## config.mk

```make
export PLATFORM = sky130hd
export DESIGN_NAME = bridge_rx_flat
export DESIGN_NICKNAME = d
export VERILOG_FILES = /design/src/rtl/bridge_rx_pkg.sv /design/src/rtl/bridge_rx_if.sv /design/src/rtl/bridge_rx_hex_char_decoder.sv /design/src/rtl/bridge_rx.sv /design/src/flat_wrapper.sv
export SDC_FILE = /design/constraint.sdc
export NUM_CORES = 1
export LEC_CHECK = 0
export ABC_AREA = 1
export BUFFER_PORTS_ARGS = -buffer_cell sky130_fd_sc_hd__buf_2
export CAP_MARGIN = 40
export CORE_ASPECT_RATIO = 0.9
export CORE_UTILIZATION = 40
export CTS_CLUSTER_SIZE = 12
export DETAILED_ROUTE_END_ITERATION = 8
export GPL_ROUTABILITY_DRIVEN = 0
export PLACE_DENSITY_LB_ADDON = 0.25
export SYNTH_ARGS = -nofsm -noshare
export SYNTH_HDL_FRONTEND = slang
export SYNTH_SLANG_ARGS = --single-unit
export TNS_END_PERCENT = 100
```

## constraint.sdc

```tcl
create_clock -name clk -period 1.8 [get_ports clk]
set_input_delay 0.09 -clock clk [delete_from_list [all_inputs] [get_ports clk]]
set_output_delay 0.09 -clock clk [all_outputs]
set_load 0.02 [all_outputs]
```

## src/rtl/bridge_rx_pkg.sv

```systemverilog
// Shared constants and types for the ASCII-to-bus command receiver.
package bridge_rx_pkg;

  localparam logic [7:0] CH_R  = 8'h52;  // 'R' : start of read command
  localparam logic [7:0] CH_W  = 8'h57;  // 'W' : start of write command
  localparam logic [7:0] CH_CR = 8'h0D;  // carriage return terminator
  localparam logic [7:0] CH_LF = 8'h0A;  // line feed terminator

  typedef enum logic [1:0] {
    ST_IDLE = 2'd0,
    ST_ADDR = 2'd1,
    ST_DATA = 2'd2,
    ST_TERM = 2'd3
  } state_t;

  // True for either accepted line terminator.
  function automatic logic is_term(input logic [7:0] b);
    return (b == CH_CR) || (b == CH_LF);
  endfunction

endpackage

```

## src/rtl/bridge_rx_if.sv

```systemverilog
// Bus-side transaction signals produced by the command receiver.
interface bridge_rx_if;
  logic [15:0] addr_o;
  logic [15:0] wdata_o;
  logic [15:0] rdata_o;
  logic        rw_o;
  logic        valid_o;
  logic        err_o;

  modport master (output addr_o, wdata_o, rdata_o, rw_o, valid_o, err_o);
  modport slave  (input  addr_o, wdata_o, rdata_o, rw_o, valid_o, err_o);
endinterface

```

## src/rtl/bridge_rx_hex_char_decoder.sv

```systemverilog
// Combinational ASCII hex digit classifier and nibble decoder.
module hex_char_decoder (
  input  logic [7:0] char_in,
  output logic       is_hex,
  output logic [3:0] nibble
);

  logic [7:0] offset;

  // Classify the byte and map 0-9 / A-F / a-f onto a 4-bit value.
  always_comb begin
    is_hex = 1'b0;
    nibble = 4'h0;
    offset = 8'h00;
    if ((char_in >= 8'h30) && (char_in <= 8'h39)) begin
      is_hex = 1'b1;
      offset = char_in - 8'h30;
      nibble = offset[3:0];
    end else if ((char_in >= 8'h41) && (char_in <= 8'h46)) begin
      is_hex = 1'b1;
      offset = char_in - 8'h37;
      nibble = offset[3:0];
    end else if ((char_in >= 8'h61) && (char_in <= 8'h66)) begin
      is_hex = 1'b1;
      offset = char_in - 8'h57;
      nibble = offset[3:0];
    end else begin
      is_hex = 1'b0;
      nibble = 4'h0;
    end
  end

endmodule

```

## src/rtl/bridge_rx.sv

```systemverilog
// Parses "R aaaa <term>" / "W aaaa dddd <term>" ASCII commands into bus transactions.
module bridge_rx
  import bridge_rx_pkg::*;
(
  input  logic        clk,
  input  logic        rst_n,
  input  logic [7:0]  data_i,
  input  logic        valid_i,
  bridge_rx_if.master bus
);

  state_t      state, state_n;
  logic [1:0]  cnt, cnt_n;
  logic        rw, rw_n;
  logic [15:0] addr_sh, addr_sh_n;
  logic [15:0] data_sh, data_sh_n;
  logic        issue, err;
  logic        is_hex;
  logic [3:0]  nibble;

  hex_char_decoder u_hex (
    .char_in (data_i),
    .is_hex  (is_hex),
    .nibble  (nibble)
  );

  // Head of the read-data chain is always zero.
  assign bus.rdata_o = 16'h0000;

  // Next-state, shift-register update and strobe decode for each accepted byte.
  always_comb begin
    state_n   = state;
    cnt_n     = cnt;
    rw_n      = rw;
    addr_sh_n = addr_sh;
    data_sh_n = data_sh;
    issue     = 1'b0;
    err       = 1'b0;
    if (valid_i) begin
      case (state)
        ST_IDLE: begin
          cnt_n = 2'd0;
          if (data_i == CH_R) begin
            rw_n    = 1'b0;
            state_n = ST_ADDR;
          end else if (data_i == CH_W) begin
            rw_n    = 1'b1;
            state_n = ST_ADDR;
          end else if (is_term(data_i)) begin
            state_n = ST_IDLE;  // stray terminators (e.g. LF after CR) are dropped
          end else begin
            err     = 1'b1;
            state_n = ST_IDLE;
          end
        end
        ST_ADDR: begin
          if (is_hex) begin
            addr_sh_n = {addr_sh[11:0], nibble};
            cnt_n     = cnt + 2'd1;
            if (cnt == 2'd3) begin
              state_n = rw ? ST_DATA : ST_TERM;
            end else begin
              state_n = ST_ADDR;
            end
          end else begin
            err     = 1'b1;
            cnt_n   = 2'd0;
            state_n = ST_IDLE;
          end
        end
        ST_DATA: begin
          if (is_hex) begin
            data_sh_n = {data_sh[11:0], nibble};
            cnt_n     = cnt + 2'd1;
            if (cnt == 2'd3) begin
              state_n = ST_TERM;
            end else begin
              state_n = ST_DATA;
            end
          end else begin
            err     = 1'b1;
            cnt_n   = 2'd0;
            state_n = ST_IDLE;
          end
        end
        ST_TERM: begin
          cnt_n   = 2'd0;
          state_n = ST_IDLE;
          if (is_term(data_i)) begin
            issue = 1'b1;
          end else begin
            err = 1'b1;
          end
        end
        default: begin
          cnt_n   = 2'd0;
          state_n = ST_IDLE;
        end
      endcase
    end else begin
      state_n = state;
    end
  end

  // Parser state, counters and internal shift registers.
  always_ff @(posedge clk or negedge rst_n) begin
    if (!rst_n) begin
      state   <= ST_IDLE;
      cnt     <= 2'd0;
      rw      <= 1'b0;
      addr_sh <= 16'h0000;
      data_sh <= 16'h0000;
    end else begin
      state   <= state_n;
      cnt     <= cnt_n;
      rw      <= rw_n;
      addr_sh <= addr_sh_n;
      data_sh <= data_sh_n;
    end
  end

  // Registered bus outputs: strobes for one cycle, payload only on issue.
  always_ff @(posedge clk or negedge rst_n) begin
    if (!rst_n) begin
      bus.valid_o <= 1'b0;
      bus.err_o   <= 1'b0;
      bus.addr_o  <= 16'h0000;
      bus.wdata_o <= 16'h0000;
      bus.rw_o    <= 1'b0;
    end else begin
      bus.valid_o <= issue;
      bus.err_o   <= err;
      if (issue) begin
        bus.addr_o <= addr_sh;
        bus.rw_o   <= rw;
        if (rw) begin
          bus.wdata_o <= data_sh;
        end
      end
    end
  end

endmodule

```

## src/flat_wrapper.sv

```systemverilog
// flat-port wrapper written by rule: the top's interface ports become plain ports
module bridge_rx_flat import bridge_rx_pkg::*;
  (clk, rst_n, data_i, valid_i, bus_addr_o, bus_wdata_o, bus_rdata_o, bus_rw_o, bus_valid_o, bus_err_o);
  bridge_rx_if bus_i ();
  input  logic clk;
  input  logic rst_n;
  input  logic [7:0] data_i;
  input  logic valid_i;
  output wire logic [$bits(bus_i.addr_o)-1:0] bus_addr_o;
  output wire logic [$bits(bus_i.wdata_o)-1:0] bus_wdata_o;
  output wire logic [$bits(bus_i.rdata_o)-1:0] bus_rdata_o;
  output wire logic [$bits(bus_i.rw_o)-1:0] bus_rw_o;
  output wire logic [$bits(bus_i.valid_o)-1:0] bus_valid_o;
  output wire logic [$bits(bus_i.err_o)-1:0] bus_err_o;
  assign bus_addr_o = bus_i.addr_o;
  assign bus_wdata_o = bus_i.wdata_o;
  assign bus_rdata_o = bus_i.rdata_o;
  assign bus_rw_o = bus_i.rw_o;
  assign bus_valid_o = bus_i.valid_o;
  assign bus_err_o = bus_i.err_o;
  bridge_rx u_core (.clk(clk), .rst_n(rst_n), .data_i(data_i), .valid_i(valid_i), .bus(bus_i));
endmodule
```

======== Word-level counts from Yosys, hierarchy flattened ========
Index checks and enable logic that the tools add are counted.
cells by class
  bitwise operators ....................... 0
  divide/modulo/power cells ............... 0
  mux-type cells .......................... 27
  order comparisons ....................... 6
  reductions and logical operators ........ 12
  add/sub/neg operators ................... 4
  equal/unequal tests ..................... 8
  $mul .................................... 0
  shifts and indexed selects .............. 0
operator list
  operator                                                           count
  equality test 8 x 4 -> 1 bit, second input constant                2
  equality test 8 x 7 -> 1 bit, second input constant                2
  greater-or-equal comparator 8 x 7 -> 1 bit, second input constant  2
  less-or-equal comparator 8 x 7 -> 1 bit, second input constant     2
  2-to-1 mux 1 bit                                                   16
  2-to-1 mux 4 bit                                                   3
  2-to-1 mux 2 bit                                                   5
  AND reduction 3 bit                                                3
  greater-or-equal comparator 8 x 6 -> 1 bit, second input constant  1
  less-or-equal comparator 8 x 6 -> 1 bit, second input constant     1
  one-hot mux 2 bit (4 select lines)                                 1
  subtractor 4 x 3 -> 4 bit, second input constant                   2
  equality test 2 bit, second input constant                         3
  one-hot mux 2 bit (2 select lines)                                 1
  OR reduction 2 bit                                                 2
  subtractor 4 x 1 -> 4 bit, second input constant                   1
  logical AND 1 bit                                                  3
  one-hot mux 1 bit (3 select lines)                                 1
  adder 2 x 1 -> 2 bit, second input constant                        1
  equality test 2 x 1 -> 1 bit, second input constant                1
  zero test 2 bit                                                    1
  AND reduction 2 bit                                                1
  nonzero test 2 bit                                                 1
  logical OR 1 bit                                                   1
word-level totals
  latch bits .............................. 0
  memory bits (writable) .................. 0
  output and inout bits ................... 51
  bits in read-only memories .............. 0
  register bits ........................... 72
  memories ................................ 0
  input port bits ......................... 11
  logic and storage cells ................. 67

======== Longest topological paths before layout ========
  depth in word-level cells ............... 8
  gate-level depth with buffers ........... 12
  mapped depth without buffers ............ 10

======== Cells and area by module ========
A second synthesis with hierarchy kept.
second synthesis, totals
  cell total of the unflattened synthesis .. 370
  area total of the unflattened synthesis .. 3529.6 µm²
modules (own cells, without submodules)
  module            area an instance (µm²)  cells each  instances  sequential area each (µm²)
  bridge_rx         3337.0                  332         1          1801.7
  hex_char_decoder  192.7                   38          1          0.0

======== Worst setup path after synthesis ========
No wires, ideal clock.
  path type ............................... reg-to-reg
  start ................................... register u_core.state[0]
  end ..................................... register u_core.bus.addr_o[12]
  data required time ...................... 1.683 ns
  clock period less this slack ............ 1.340 ns
  buffers on the path ..................... 3
  setup time .............................. 0.117 ns
  arrival ................................. 1.223 ns
  stages on the path, launching flop included .. 10
  slack ................................... 0.460 ns
  path through ............................ dfrtp_1 -> ha_1 -> nand2_1 -> nor2_4 -> buf_6 -> inv_2 -> buf_6 -> buf_6 -> nand2_1 -> nand2_1
on the way
  cells in the longest elaborated chain, start to end .. 3
ends and longest elaborated chain
  what                    RTL line            RTL
  from (decl)             bridge_rx.sv:12     state_t state, state_n;
  from (signal assigned)  bridge_rx.sv:114    state <= state_n;
  equality test 2 bit     bridge_rx.sv:40     case (state)
  2-to-1 mux 1 bit        bridge_rx.sv:40
  2-to-1 mux 1 bit        bridge_rx.sv:39     if (valid_i) begin
  net u_core.issue        bridge_rx.sv:17     logic issue, err;
  to (signal assigned)    bridge_rx.sv:134    bus.addr_o <= addr_sh;
  to (decl)               bridge_rx_if.sv:10  modport master (output addr_o, wdata_o, rdata_o, rw_o, valid_o, err_o);
The timed path passes the listed nets, and every way through them passes these cells.
A chain may end at the register's enable or synchronous reset.

======== Final worst setup path ========
  start ................................... register u_core.state[0]
  end ..................................... register u_core.bus.addr_o[2]
on the way
  cells in the longest elaborated chain, start to end .. 3
ends and longest elaborated chain
  what                 RTL line
  equality test 2 bit  bridge_rx.sv:40
  2-to-1 mux 1 bit     bridge_rx.sv:40
  2-to-1 mux 1 bit     bridge_rx.sv:39
Every way passes these cells.

==> reports/results.ini <==
[global_routing]
grt_max_degree=33
grtUsageTotal_pct=15.0
antenna_found_initial=0
grt_pass1_wl_mm=10.1
grt_overflow=0
grt_pass1_vias=2222

[drt]
drt-wirelength-per-cell_um=11.4
routed_via_density=4.47
dr.pass1.iters=4
drt-total-wl_mm=5.81
ant_nets=0
drc=0
drtIter0Drc=99
num_vias=2279

[sta]
fmax_mhz=666
relSlewSlack_pct=58.3
finalCritPeriodShare_pct=83.4
grt_setup_unrepaired=no
worst_slew_pin_slew_ns=0.625
fin_tns_setup_ns=0
setup_violations=0
skew_ns=0.00722
min_period_ns=1.50
hold_violations=0
slew_violations=0

[synth]
yosysSeqAreaShare_pct=53.6
synth_top_family_by_area=simple AND/OR/NAND/NOR gates
yosysUniqueCellTypes=24
ys_seq_elements=72
netlist_instances=359
syn_avg_cell_area_sq_um=9.36
async_flop_share_pct=100
synth_simple_gate_area_share_pct=18.8
ys_warn_count=0
synth_area_leaders=dfrtp_1 (54%), nand2_1 (12%), o21ai_2 (7.6%)
synth_xor_area_share_pct=0
synthAdderAreaFrac_pct=3.35
netlist.area_leader.share_pct=53.6
ys_top_cells_by_count=nand2_1 (108), dfrtp_1 (72), inv_1 (37)
synth_edf_count=0
synth_compound_area_share_pct=12.9
ys.flop_type=dfrtp_1
synthMuxAreaShare_pct=0
yosysMostFrequentCell=nand2_1
syn-cell-area_sq_um=3360
yosysTopAreaCell=dfrtp_1

[layout]
fin_cells=510
n_antenna_cell=0
multi_input_area_sq_um=1240
drive_above_1_share_pct=25.3
register_area_sq_um=1800
syn_to_final_growth_pct=14.4
fillCellCount=779
fin_nets=427

[critical_path]
cp_max_fo=29
cp.required_ns=2.00
worstSetupPathType=reg -> reg
cp-end-kind=flip-flop
cp.arrival_ns=1.70
cp-start-kind=flip-flop

[power]
seqPwrFrac_pct=49.4
switching_share_pct=21.1
power_frac_comb_pct=4.4
finalPower_uw=3310
pwr-share-clk_pct=46.3
internal-power_uw=2610
powerDensity_nw_per_um2=861
ir_drop_mv=0.359
power_leakage_uw=0.00195
switchingPower_uw=700

[floorplan]
start_util_pct=41.5
core_area_sq_um=8110
die_area_sq_um=8780
die_w_um=98.6
die_h_um=89.0
io_pins=62
rows=31

[cts]
clock-root-buffer=clkbuf_8
clk_path_buf_depth=2
clk_latency_ns=0.35
htreeDepth=3
clk_pin_slew_worst_paths_ns=0.07
cts_resized=0
cts_tree=yes
numClockSinks=72
numCtsBuffers=9

[placed_design]
portBuffers=45
dp_hpwl_mm=4.19
dp.cells=494

[outcome]
status=finished, final reports clean

[run]
cap_violations=0

[min_path]
holdCritPathClass=in -> reg

layout by cell type, fill, tap and decap left out:
master	instances
inv_2	3
nor3_2	1
nand2_1	108
buf_4	2
nand3_2	1
nand2_2	2
dlygate4sd3_1	1
buf_2	45
nand2_4	1
ha_1	9
nand3b_1	1
a21oi_1	2
dfrtp_1	72
nor2_1	7
nor2_4	1
nand3_4	2
conb_1	16
inv_6	1
clkinv_2	1
o21ai_1	5
buf_12	2
o21ai_0	29
o21ai_2	29
nand4_1	1
clkbuf_8	10
nand3_1	19
inv_1	37
bufinv_16	3
critical path, cell delays in order, from the launching register on:
cell and delay [ns]:
dfrtp_1 0.42, ha_1 0.23, nand2_1 0.10, nor2_4 0.07
inv_2 0.36, o21ai_0 0.18
repair_timing:
| item | in CTS | in global routing |
|---|---|---|
| endpoints found under the hold margin | 25 | 0 |
| setup buffers | 0 | 0 |
| hold buffers | 1 | 0 |
cells by family (layout without fill, tap and decap cells):
| logic type | count (synthesis) | after routing |
|---|---|---|
| AND/OR/NAND/NOR | 144 | 144 |
| adder cells (fa/ha/maj) | 9 | 9 |
| flip-flops | 72 | 72 |
| AO/OA/AOI/OAI | 65 | 65 |
| other | 1 | 16 |
| buffers and inverters | 68 | 105 |
worst paths after layout:
kind                                  startpoint                     to  slack (ns)  depth (start not counted)
max                              u_core.state[0]   u_core.bus.addr_o[2]        0.30                          5
min in group asynchronous                  rst_n     u_core.data_sh[14]        0.29                          2
max reg2reg                      u_core.state[0]   u_core.bus.addr_o[2]        0.30                          5
max in group asynchronous                  rst_n   u_core.bus.addr_o[9]        0.88                          3
min                                      valid_i       u_core.bus.err_o        0.08                          3
min reg2reg                u_core.bus.addr_o[13]  u_core.bus.addr_o[13]        0.47                          2
power groups by stage:
stage | Clock [uW] | Sequential [uW] | Combinational (uW)
2_1_floorplan | 0 | 1660 | 102
3_3_place_gp | 0 | 1660 | 143
3_5_place_dp | 0 | 1660 | 146
4_1_cts | 1570 | 1630 | 148
5_1_grt | 1650 | 1630 | 166
6_report | 1530 | 1630 | 144
sequential cells by signal, indices dropped and copies added, names as in the netlist:
| register | flops |
|---|---|
| u_core.addr_sh | 16 |
| u_core.bus.addr_o | 16 |
| u_core.bus.wdata_o | 16 |
| u_core.data_sh | 16 |
| u_core.cnt | 2 |
| u_core.state | 2 |
| u_core.bus.err_o | 1 |
| u_core.bus.rw_o | 1 |
| u_core.bus.valid_o | 1 |
| u_core.rw | 1 |
metal layers:
layer	global-route usage [%]	vias to the layer above	part of all wire [%]
met5	0	-	0
met4	6.51	0	1.9
met3	5.32	10	4.9
met2	23.0	57	44
met1	19.5	1010	50
li1	-	1202	-
through the flow:
stage | worst slack (ns) | utilization (%) | hold WS, ns | instance area (sq um)
detailed placement | 0.170 | 44.3 | 0.143 | 3590
global route | 0.125 | 47.4 | 0.0855 | 3840
floorplan | 0.460 | - | -0.206 | 3420
global placement | 0.234 | 44.3 | 0.149 | 3590
CTS | 0.290 | 47.4 | 0.0726 | 3840
finish | 0.298 | 47.4 | 0.0817 | 3840
layout make-up:
type / count / area share [%]
sequential: 72 / 46.9
multi-input combinational: 234 / 32.2
timing repair buffer: 50 / 7.55
inverter: 40 / 3.90
clock buffer: 10 / 3.58
tap: 99 / 3.22
clock inverter: 5 / 2.70
(Power assumes the default switching activity.)
